--- src/rtl/reg_file.sv ---
`default_nettype none
// ============================================================================
// Module   : reg_file
// Brief    : 2**DEPTH_LOG2 x WIDTH register file with two combinational read
//            ports, one synchronous write port, a zero flag and a write counter.
// Revision : 1.0 - initial release
// ============================================================================
module reg_file #(
    parameter int WIDTH      = 8,
    parameter int DEPTH_LOG2 = 3,
    parameter bit BYPASS     = 1'b0
) (
    input  logic                  CLK,
    input  logic                  RESET,
    input  logic [WIDTH-1:0]      IN,
    input  logic [DEPTH_LOG2-1:0] INADDRESS,
    input  logic                  WRITE,
    input  logic [DEPTH_LOG2-1:0] OUT1ADDRESS,
    input  logic [DEPTH_LOG2-1:0] OUT2ADDRESS,
    output logic [WIDTH-1:0]      OUT1,
    output logic [WIDTH-1:0]      OUT2,
    input  logic                  ZERO_IN,
    input  logic                  FLAG_WRITE,
    output logic                  ZERO_FLAG,
    output logic [7:0]            WRITE_COUNT
);

    localparam int c_DEPTH = 2 ** DEPTH_LOG2;

    logic [WIDTH-1:0] r_regs [c_DEPTH];
    logic             r_zero_flag;
    logic [7:0]       r_write_count;
    logic             w_wr_en;

    // Reset dominates every other update on the same edge.
    assign w_wr_en = WRITE && !RESET;

    always_ff @(posedge CLK) begin
        if (RESET) begin
            for (int i = 0; i < c_DEPTH; i++) begin
                r_regs[i] <= '0;
            end
            r_write_count <= 8'd0;
        end else if (WRITE) begin
            r_regs[INADDRESS] <= IN;
            r_write_count     <= r_write_count + 8'd1;
        end
    end

    always_ff @(posedge CLK) begin
        if (RESET) begin
            r_zero_flag <= 1'b0;
        end else if (FLAG_WRITE) begin
            r_zero_flag <= ZERO_IN;
        end
    end

    generate
        if (BYPASS) begin : g_bypass
            // Forward the pending write so a same-cycle reader sees IN.
            assign OUT1 = (w_wr_en && (OUT1ADDRESS == INADDRESS)) ? IN : r_regs[OUT1ADDRESS];
            assign OUT2 = (w_wr_en && (OUT2ADDRESS == INADDRESS)) ? IN : r_regs[OUT2ADDRESS];
        end else begin : g_no_bypass
            assign OUT1 = r_regs[OUT1ADDRESS];
            assign OUT2 = r_regs[OUT2ADDRESS];
        end
    endgenerate

    assign ZERO_FLAG   = r_zero_flag;
    assign WRITE_COUNT = r_write_count;

endmodule
`default_nettype wire

--- config.mk ---
export PLATFORM = sky130hd
export DESIGN_NAME = reg_file
export DESIGN_NICKNAME = d
export VERILOG_FILES = /design/src/rtl/reg_file.sv
export SDC_FILE = /design/constraint.sdc
export NUM_CORES = 1
export LEC_CHECK = 0
export ABC_AREA = 1
export CAP_MARGIN = 10
export CORE_MARGIN = 8
export CORE_UTILIZATION = 29
export CTS_CLUSTER_DIAMETER = 200
export DETAILED_ROUTE_END_ITERATION = 6
export DONT_BUFFER_PORTS = 1
export RECOVER_POWER = 50
export SLEW_MARGIN = 20
export SYNTH_ARGS = -nofsm -noshare
export SYNTH_HDL_FRONTEND = slang
export SYNTH_SLANG_ARGS = --single-unit
--- constraint.sdc ---
create_clock -name CLK -period 1.2 [get_ports CLK]
set_input_delay 0.24 -clock CLK [delete_from_list [all_inputs] [get_ports CLK]]
set_output_delay 0.24 -clock CLK [all_outputs]
set_load 0.005 [all_outputs]
==> metrics.log, run 1 <==
INFO  metric status = finished, violations left
INFO  metric violations_in_the_final_reports = setup timing
INFO  metric finalNetCount = 591
INFO  metric fp.dieArea = 0.01811 mm2
INFO  metric clock-sinks = 73
INFO  metric detail_route.first_pass.iterations = 5
INFO  metric synth_largest_type_area_fraction = 47.13%
INFO  metric cp.required = 960 ps
INFO  metric postLayoutSetupSlackWorst = -251.9 ps
INFO  metric power_frac_seq = 46.9%
INFO  metric maxCapViolCount = 0
INFO  metric timing.final.hold_violations = 0
INFO  metric r2r_cells = 7
INFO  metric finalCriticalPeriod = 1452 ps
INFO  metric wire_length_of_the_first_global_routing_pass = 19.60 mm
INFO  metric initial_utilization = 29.49%
INFO  metric power.ir.vdd_worst = 0.6724 mV
INFO  metric synth_cell_type_count = 20
INFO  metric synthesis.nets = roughly 570
INFO  metric cts_root_buffer = sky130_fd_sc_hd__clkbuf_16
INFO  metric powerDensity = 1294 mW/mm2
INFO  metric tritoncts_clock_tree = yes
INFO  metric grt_start_max_net_pins = 34
INFO  metric port-buffer-count = 0
INFO  metric ys_seq_elements = 73
INFO  metric combPwrFrac = between 10% and 20%
INFO  metric power.internal = 4.805 mW
INFO  metric synth_top_cells_by_area = sky130_fd_sc_hd__edfxtp_1 (47%), sky130_fd_sc_hd__nand2_1 (16%), sky130_fd_sc_hd__nor2_1 (8.3%)
INFO  metric p_sw_share = 25.01%
INFO  metric h-tree-depth = 3
INFO  metric final_cell_area = between 0.004 and 0.005 mm2
INFO  metric final_max_slew_viol_count = 0
INFO  metric avgRoutedWirePerCell = ~16 um
INFO  metric syn_inst = 546
INFO  metric clock_insertion_delay_worst_skew = 330 ps
INFO  metric synth_area_per_cell = 7.468 um2
INFO  metric timing.critical_path.to_type = output pin
INFO  metric total_power = 6.408 mW
INFO  metric std_cell_rows = 43
INFO  metric worst-setup-path-type = register to output pin
INFO  metric io_pins = 47
INFO  metric slew_headroom = about 68%
INFO  metric dr.first_iter.drc_count = 449
INFO  metric dieHeight = 134.6 um
INFO  metric period_share = 121.0%
INFO  metric areaGrowthSynthToFinish = 21.45%
INFO  metric fmaxAchievable = 0.6888 GHz
INFO  metric drc = 0
INFO  metric postPlaceCellArea = 0.004511 mm2
INFO  metric pwr-share-clk = around 39%
INFO  metric yosysSeqAreaShare = 51.55%
INFO  metric mostFrequentLayoutCell = sky130_fd_sc_hd__nand2_1
INFO  metric worst_setup_path_start_kind = register
INFO  metric layout.cells.most_common_list = sky130_fd_sc_hd__nand2_1 (149), sky130_fd_sc_hd__nor2_1 (91), sky130_fd_sc_hd__edfxtp_1 (64)
INFO  metric timing.critical_path.to = OUT2[3]
INFO  metric max-clock-path-buffers = 2
INFO  metric post_cts_buffers = 0
INFO  metric crit_path_max_fanout = 2
INFO  metric post_synthesis_cell_type_with_the_largest_combined_area = sky130_fd_sc_hd__edfxtp_1
INFO  metric final_antenna_net_count = 0
INFO  metric dp_hpwl = 9.181 mm
INFO  metric static-leakage-power = 2.221 nW
INFO  metric power.switching = approximately 1.6 mW
INFO  metric floorplan.die.width = 134.6 um
INFO  metric drt_wl_total = 12.40 mm
INFO  metric instances_no_fill = 752
INFO  metric setup_total_negative_slack = -3364 ps
INFO  metric syn-cell-area = about 0.0041 mm2
INFO  metric floorplan.core_area = 0.01383 mm2
INFO  metric worstPathArrival = 1210 ps
INFO  metric reg_to_reg_endpoint = WRITE_COUNT[7]
INFO  metric setup_violations = 16
INFO  metric globalplace.congestion = 0.9196
INFO  metric min-delay-start = ZERO_IN
INFO  metric rsz0062_at_grt = yes
INFO  metric post-place-cells = 734
INFO  metric final_layout_size_suffix_gt1_share = a little under a quarter
INFO  metric antenna_cells = 0
INFO  metric initial_antenna_violation_count = 0
INFO  metric crit_start = r_regs[6][3]
INFO  metric reg2reg_setup_slack = 80 ps
INFO  metric timing_worst_slew_pin_value = just under 500 ps
INFO  metric cts-buffers-inserted = 9
INFO  metric grt_pass1_vias = 3606
INFO  metric skew = 3.455 ps
INFO  metric ys_warn_count = 0
INFO  metric hold_path.class = input pin to register
INFO  metric fillerInstances = between 1k and 1.5k
INFO  metric via_count = 3692
INFO  metric gr-total-overflow = 0
INFO  metric clock_input_transition_at_the_sequential_cells_of_the_worst_setup_and_hold_paths = 50 ps
INFO  metric gr-usage-all-layers = 13.82%
INFO  metric via_per_inst = 4.910
INFO  metric crit-reg2reg-launch = WRITE_COUNT[0]
-- routing by layer --
| layer | global-route usage, % | vias up | routed length, um |
|---|---|---|---|
| met1 | 18.43 | 1751 | 5980 |
| li1 | - | 1762 | - |
| met5 | 0 | - | 0 |
| met3 | 5.461 | 26 | 1145 |
| met2 | 19.64 | 153 | 5031 |
| met4 | 5.053 | 0 | 238 |
-- synthesized netlist by cell type --
cell	number
sky130_fd_sc_hd__o21ai_1	4
sky130_fd_sc_hd__nor2_1	90
sky130_fd_sc_hd__ha_1	1
sky130_fd_sc_hd__edfxtp_1	64
sky130_fd_sc_hd__nor2_4	2
sky130_fd_sc_hd__nand2_2	8
sky130_fd_sc_hd__nand4_1	1
sky130_fd_sc_hd__a21oi_1	7
sky130_fd_sc_hd__inv_1	69
sky130_fd_sc_hd__nor3_1	1
sky130_fd_sc_hd__nand2_1	179
sky130_fd_sc_hd__buf_6	1
sky130_fd_sc_hd__buf_2	16
sky130_fd_sc_hd__o21ai_0	32
sky130_fd_sc_hd__inv_2	5
sky130_fd_sc_hd__clkbuf_1	3
sky130_fd_sc_hd__dfxtp_1	9
sky130_fd_sc_hd__clkbuf_4	1
sky130_fd_sc_hd__nand3_1	52
sky130_fd_sc_hd__nor2_2	1
-- worst min path at each step --
stage,cells past startpoint,to,slack (ps)
detailed placement,1,WRITE_COUNT[4],330
finish,2,ZERO_FLAG,40
global placement,1,WRITE_COUNT[4],320
global route,2,ZERO_FLAG,50
floorplan,1,WRITE_COUNT[4],320
CTS,2,ZERO_FLAG,30
-- power by group through the flow --
stage / Sequential, mW / Combinational, mW / Clock (mW)
4_1_cts: 3.00 / 0.828 / 2.58
5_1_grt: 3.02 / 0.963 / 2.67
3_3_place_gp: 3.04 / 0.759 / 0
6_report: 3.01 / 0.874 / 2.53
2_1_floorplan: 3.00 / 0.534 / 0
3_5_place_dp: 3.04 / 0.781 / 0
-- cell families after synthesis --
group	after synthesis	synth area share, %
fa+ha+maj	1	0.3068
simple gates	334	33.35
buf+inv	95	9.512
flops	73	51.55
compound gates	43	5.278
-- layout make-up --
cell class	instances	area [um2]	area share, %
flip-flops and latches	73	2102	42.45
repair buffers	32	300.3	6.064
clock buffers	9	225.2	4.548
well taps	180	225.2	4.548
inverters	74	277.8	5.609
clock inverters	6	60.06	1.213
multi-input cells	378	1762	35.57
-- state kept, by name, summed over array words and instances (netlist names) --
signal and cells:
WRITE_COUNT 8, ZERO_FLAG 1, r_regs 64
-- metrics by stage --
stage / worst slack [ps] / hold WS [ps] / utilization (%)
floorplan: -64.10 / 319.3 / -
global placement: -41.41 / 322.5 / 32.62
detailed placement: -68.94 / 325.4 / 32.62
CTS: -246.6 / 32.65 / 35.34
global route: -300.5 / 47.82 / 35.82
finish: -251.9 / 44.43 / 35.82
-- what timing repair did --
| item | 4_1_cts | 5_1_grt |
|---|---|---|
| resized for setup | 45 | 60 |
| hold endpoints to repair | 4 | 0 |
| pin swaps | 16 | 28 |
| cloned | 0 | 0 |
| endpoints found under the setup margin | 16 | 18 |
| hold buffers | 3 | 0 |
-- worst max-delay path, stage by stage, from the launching register on --
cell and delay (ps):
sky130_fd_sc_hd__edfxtp_1 460, sky130_fd_sc_hd__inv_1 110, sky130_fd_sc_hd__nand2_1 50, sky130_fd_sc_hd__nand3_1 70, sky130_fd_sc_hd__nand2_1 70, sky130_fd_sc_hd__nand2_1 60
sky130_fd_sc_hd__nand2_1 70
(Power assumes the default switching activity.)
==> inputs of run 2 (changes only) <==
--- a/config.mk
+++ b/config.mk
@@ -7,11 +7,13 @@
 export LEC_CHECK = 0
 export ABC_AREA = 1
 export CAP_MARGIN = 10
+export CORE_ASPECT_RATIO = 1.25
 export CORE_MARGIN = 8
 export CORE_UTILIZATION = 29
 export CTS_CLUSTER_DIAMETER = 200
 export DETAILED_ROUTE_END_ITERATION = 6
 export DONT_BUFFER_PORTS = 1
+export PLACE_DENSITY_LB_ADDON = 0.08
 export RECOVER_POWER = 50
 export SLEW_MARGIN = 20
 export SYNTH_ARGS = -nofsm -noshare
==> run 2 against run 1 <==
- the run still ends with setup timing left
- first-iteration DRC count shrank 17%
- combinational power is 8.1% higher
- sequential share of layout area is 2.1 points lower
- hold slack got worse by 3.5 ps
- global-route usage up 0.69 points
- maximum frequency increased by 0.82%
==> metrics.log, run 2 (synthesis results as in run 1) <==
INFO  metric status = finished, violations left
INFO  metric violations_in_the_final_reports = setup timing
INFO  metric fp.dieArea = 0.01814 mm2 (+0.13%)
INFO  metric fmaxAchievable = 0.6944 GHz (+0.82%)
INFO  metric worstPathArrival = 1200 ps (about the same)
INFO  metric final_layout_size_suffix_gt1_share = 29.30% (+6.7 points)
INFO  metric cp.required = 960 ps (about the same)
INFO  metric skew = 4.363 ps (+0.9079 ps)
INFO  metric setup_violations = 16 (unchanged)
INFO  metric via_per_inst = 4.731 (-3.6%)
INFO  metric finalNetCount = 605 (+2.4%)
INFO  metric reg2reg_setup_slack = 60 ps (-20 ps)
INFO  metric min-delay-start = ZERO_IN
INFO  metric postPlaceCellArea = 0.004594 mm2 (+1.9%)
INFO  metric final_antenna_net_count = 0 (unchanged)
INFO  metric tritoncts_clock_tree = yes
INFO  metric antenna_cells = 0 (unchanged)
INFO  metric gr-total-overflow = 0 (unchanged)
INFO  metric areaGrowthSynthToFinish = 27.74%
INFO  metric slew_headroom = 72.99% (+5.2 points)
INFO  metric max-clock-path-buffers = 2 (unchanged)
INFO  metric rsz0062_at_grt = yes
INFO  metric worst_hold_path.endpoint = ZERO_FLAG
INFO  metric pwr-share-clk = 42.0% (+2.6 points)
INFO  metric registers.top_by_ff_count = r_regs
INFO  metric timing.final.hold_violations = 0 (unchanged)
INFO  metric drc = 0 (unchanged)
INFO  metric std_cell_rows = 48 (+12%)
INFO  metric final_util = 37.87% (+2.1 points)
INFO  metric grt_start_max_net_pins = 34 (unchanged)
INFO  metric crit-reg2reg-launch = WRITE_COUNT[0]
INFO  metric period_share = 120.0% (-0.98 points)
INFO  metric p_sw_share = 25.19% (+0.18 points)
INFO  metric mostFrequentLayoutCell = sky130_fd_sc_hd__nand2_1
INFO  metric h-tree-depth = 3 (unchanged)
INFO  metric initial_antenna_violation_count = 0 (unchanged)
INFO  metric io_pins = 47 (unchanged)
INFO  metric clock_input_transition_at_the_sequential_cells_of_the_worst_setup_and_hold_paths = 60 ps (about the same)
INFO  metric layout.cells.most_common_list = sky130_fd_sc_hd__nand2_1 (139), sky130_fd_sc_hd__nor2_1 (85), sky130_fd_sc_hd__edfxtp_1 (64)
INFO  metric grt_pass1_vias = 3426 (-5.0%)
INFO  metric avgRoutedWirePerCell = 17.25 um (+4.7%)
INFO  metric cts_root_buffer = sky130_fd_sc_hd__clkbuf_16
INFO  metric worst_setup_path_start_kind = register
INFO  metric wire_length_of_the_first_global_routing_pass = 19.82 mm (+1.1%)
INFO  metric final_max_slew_viol_count = 0 (unchanged)
INFO  metric floorplan.die.width = 122.1 um (-9.3%)
INFO  metric initial_utilization = 29.65% (+0.16 points)
INFO  metric detail_route.first_pass.iterations = 5 (unchanged)
INFO  metric final_cell_area = 0.005209 mm2 (+5.2%)
INFO  metric static-leakage-power = 2.334 nW (+5.1%)
INFO  metric gr-usage-all-layers = 14.51% (+0.69 points)
INFO  metric clock_insertion_delay_worst_skew = 330 ps (about the same)
INFO  metric worst-setup-path-type = register to output pin
INFO  metric postLayoutSetupSlackWorst = -240.1 ps (+11.80 ps)
INFO  metric powerDensity = 1308 mW/mm2 (+1.1%)
INFO  metric dp_hpwl = 9.783 mm (+6.6%)
INFO  metric finalCriticalPeriod = 1440 ps (-11.80 ps)
INFO  metric timing_worst_slew_pin_value = 403.6 ps (-77.32 ps)
INFO  metric via_count = 3605 (-2.4%)
INFO  metric port-buffer-count = 0 (unchanged)
INFO  metric reg_to_reg_endpoint = WRITE_COUNT[5]
INFO  metric power_frac_seq = 44.1% (-2.8 points)
INFO  metric r2r_cells = 6 (-1)
INFO  metric largest_register_ffs = 64 (unchanged)
INFO  metric globalplace.congestion = 0.8378 (-8.9%)
INFO  metric maxCapViolCount = 0 (unchanged)
INFO  metric dieHeight = 148.6 um (+10%)
INFO  metric hold_path.class = input pin to register
INFO  metric clock-sinks = 73 (unchanged)
INFO  metric power.switching = 1.717 mW (+7.1%)
INFO  metric timing.critical_path.to_type = output pin
INFO  metric crit_path_max_fanout = 2 (unchanged)
INFO  metric floorplan.core_area = 0.01375 mm2 (-0.53%)
INFO  metric combPwrFrac = 13.9% (+0.3 points)
INFO  metric dr.first_iter.drc_count = 373 (-17%)
INFO  metric cts-buffers-inserted = 9 (unchanged)
INFO  metric min_path_cells = 2 (unchanged)
INFO  metric power.internal = 5.097 mW (+6.1%)
INFO  metric drt_wl_total = 13.15 mm (+6.1%)
INFO  metric power.ir.vdd_worst = 0.6966 mV (+3.6%)
==> run 2: cell count changes in the layout (fill, tap and decap cells not counted), sizes merged <==
| cell | previous run | this run |
|---|---|---|
| buf | 19 | 34 |
| bufinv | 1 | 2 |
| clkinv | 3 | 2 |
==> run 2: power by group through the flow <==
stage	registers (mW)	logic, mW	clock network (mW)
floorplan	3.00	0.534	0
global placement	3.04	0.823	0
detailed placement	3.04	0.824	0
CTS	3.00	0.909	2.92
global route	3.02	1.04	3.03
finish	3.01	0.945	2.86
==> run 2: final cells by class <==
type,count,area [um2]
inverter,74,277.8
tap,175,219.0
sequential,73,2103
multi-input combinational,378,1864
fill,1442,8544
clock inverter,6,92.59
clock buffer,10,229.0
timing repair buffer,46,422.9
==> run 2: how the worst max path moves through the flow <==
stage / slack, ps / endpoint / start / cells after the start
floorplan: -60 / r_regs[0][0] / RESET / 5
global placement: -6 / OUT2[0] / OUT2ADDRESS[0] / 6
detailed placement: -30 / r_regs[2][6] / RESET / 6
CTS: -250 / OUT2[1] / r_regs[4][1] / 7
global route: -300 / OUT1[0] / r_regs[6][0] / 6
finish: -240 / OUT1[0] / r_regs[6][0] / 6
==> run 2: layer usage <==
layer	global-route usage [%]	part of all wire, %	wire length [um]	vias up
met2	22.54	46	5989	116
met4	5.803	2.3	307	0
met3	3.376	6.6	868	19
met5	0	0	0	-
li1	-	-	-	1792
met1	18.96	46	5982	1678
==> run 2: worst max-delay path: stages, from the launching register on <==
cell                       delay (ps)
sky130_fd_sc_hd__edfxtp_1         420
sky130_fd_sc_hd__inv_1            110
sky130_fd_sc_hd__nand2_1           60
sky130_fd_sc_hd__nand3_1           60
sky130_fd_sc_hd__nand2_1           70
sky130_fd_sc_hd__nand2_1           90
sky130_fd_sc_hd__nand2_2           70
==> run 2: metrics by stage <==
step	total power [mW]	hold WS, ps	instances	setup TNS (ps)	worst slack, ps
after detailed placement	3.865	323.3	741	-492.1	-26.48
after floorplan	3.531	319.3	546	-4095	-64.10
final	6.814	40.91	762	-3261	-240.1
after global placement	3.866	322.1	741	-6.406	-6.406
after CTS	6.824	28.43	761	-3607	-249.8
after global routing	7.094	39.02	762	-4359	-297.9
==> run 2: timing repair <==
item                       4_1_cts  5_1_grt
hold buffers                     3        0
setup endpoints to repair       17       17
pin swaps                       29       28
buffers inserted                 1        1
resized for setup               77       59
hold endpoints to repair         4        0
gates cloned                     0        0
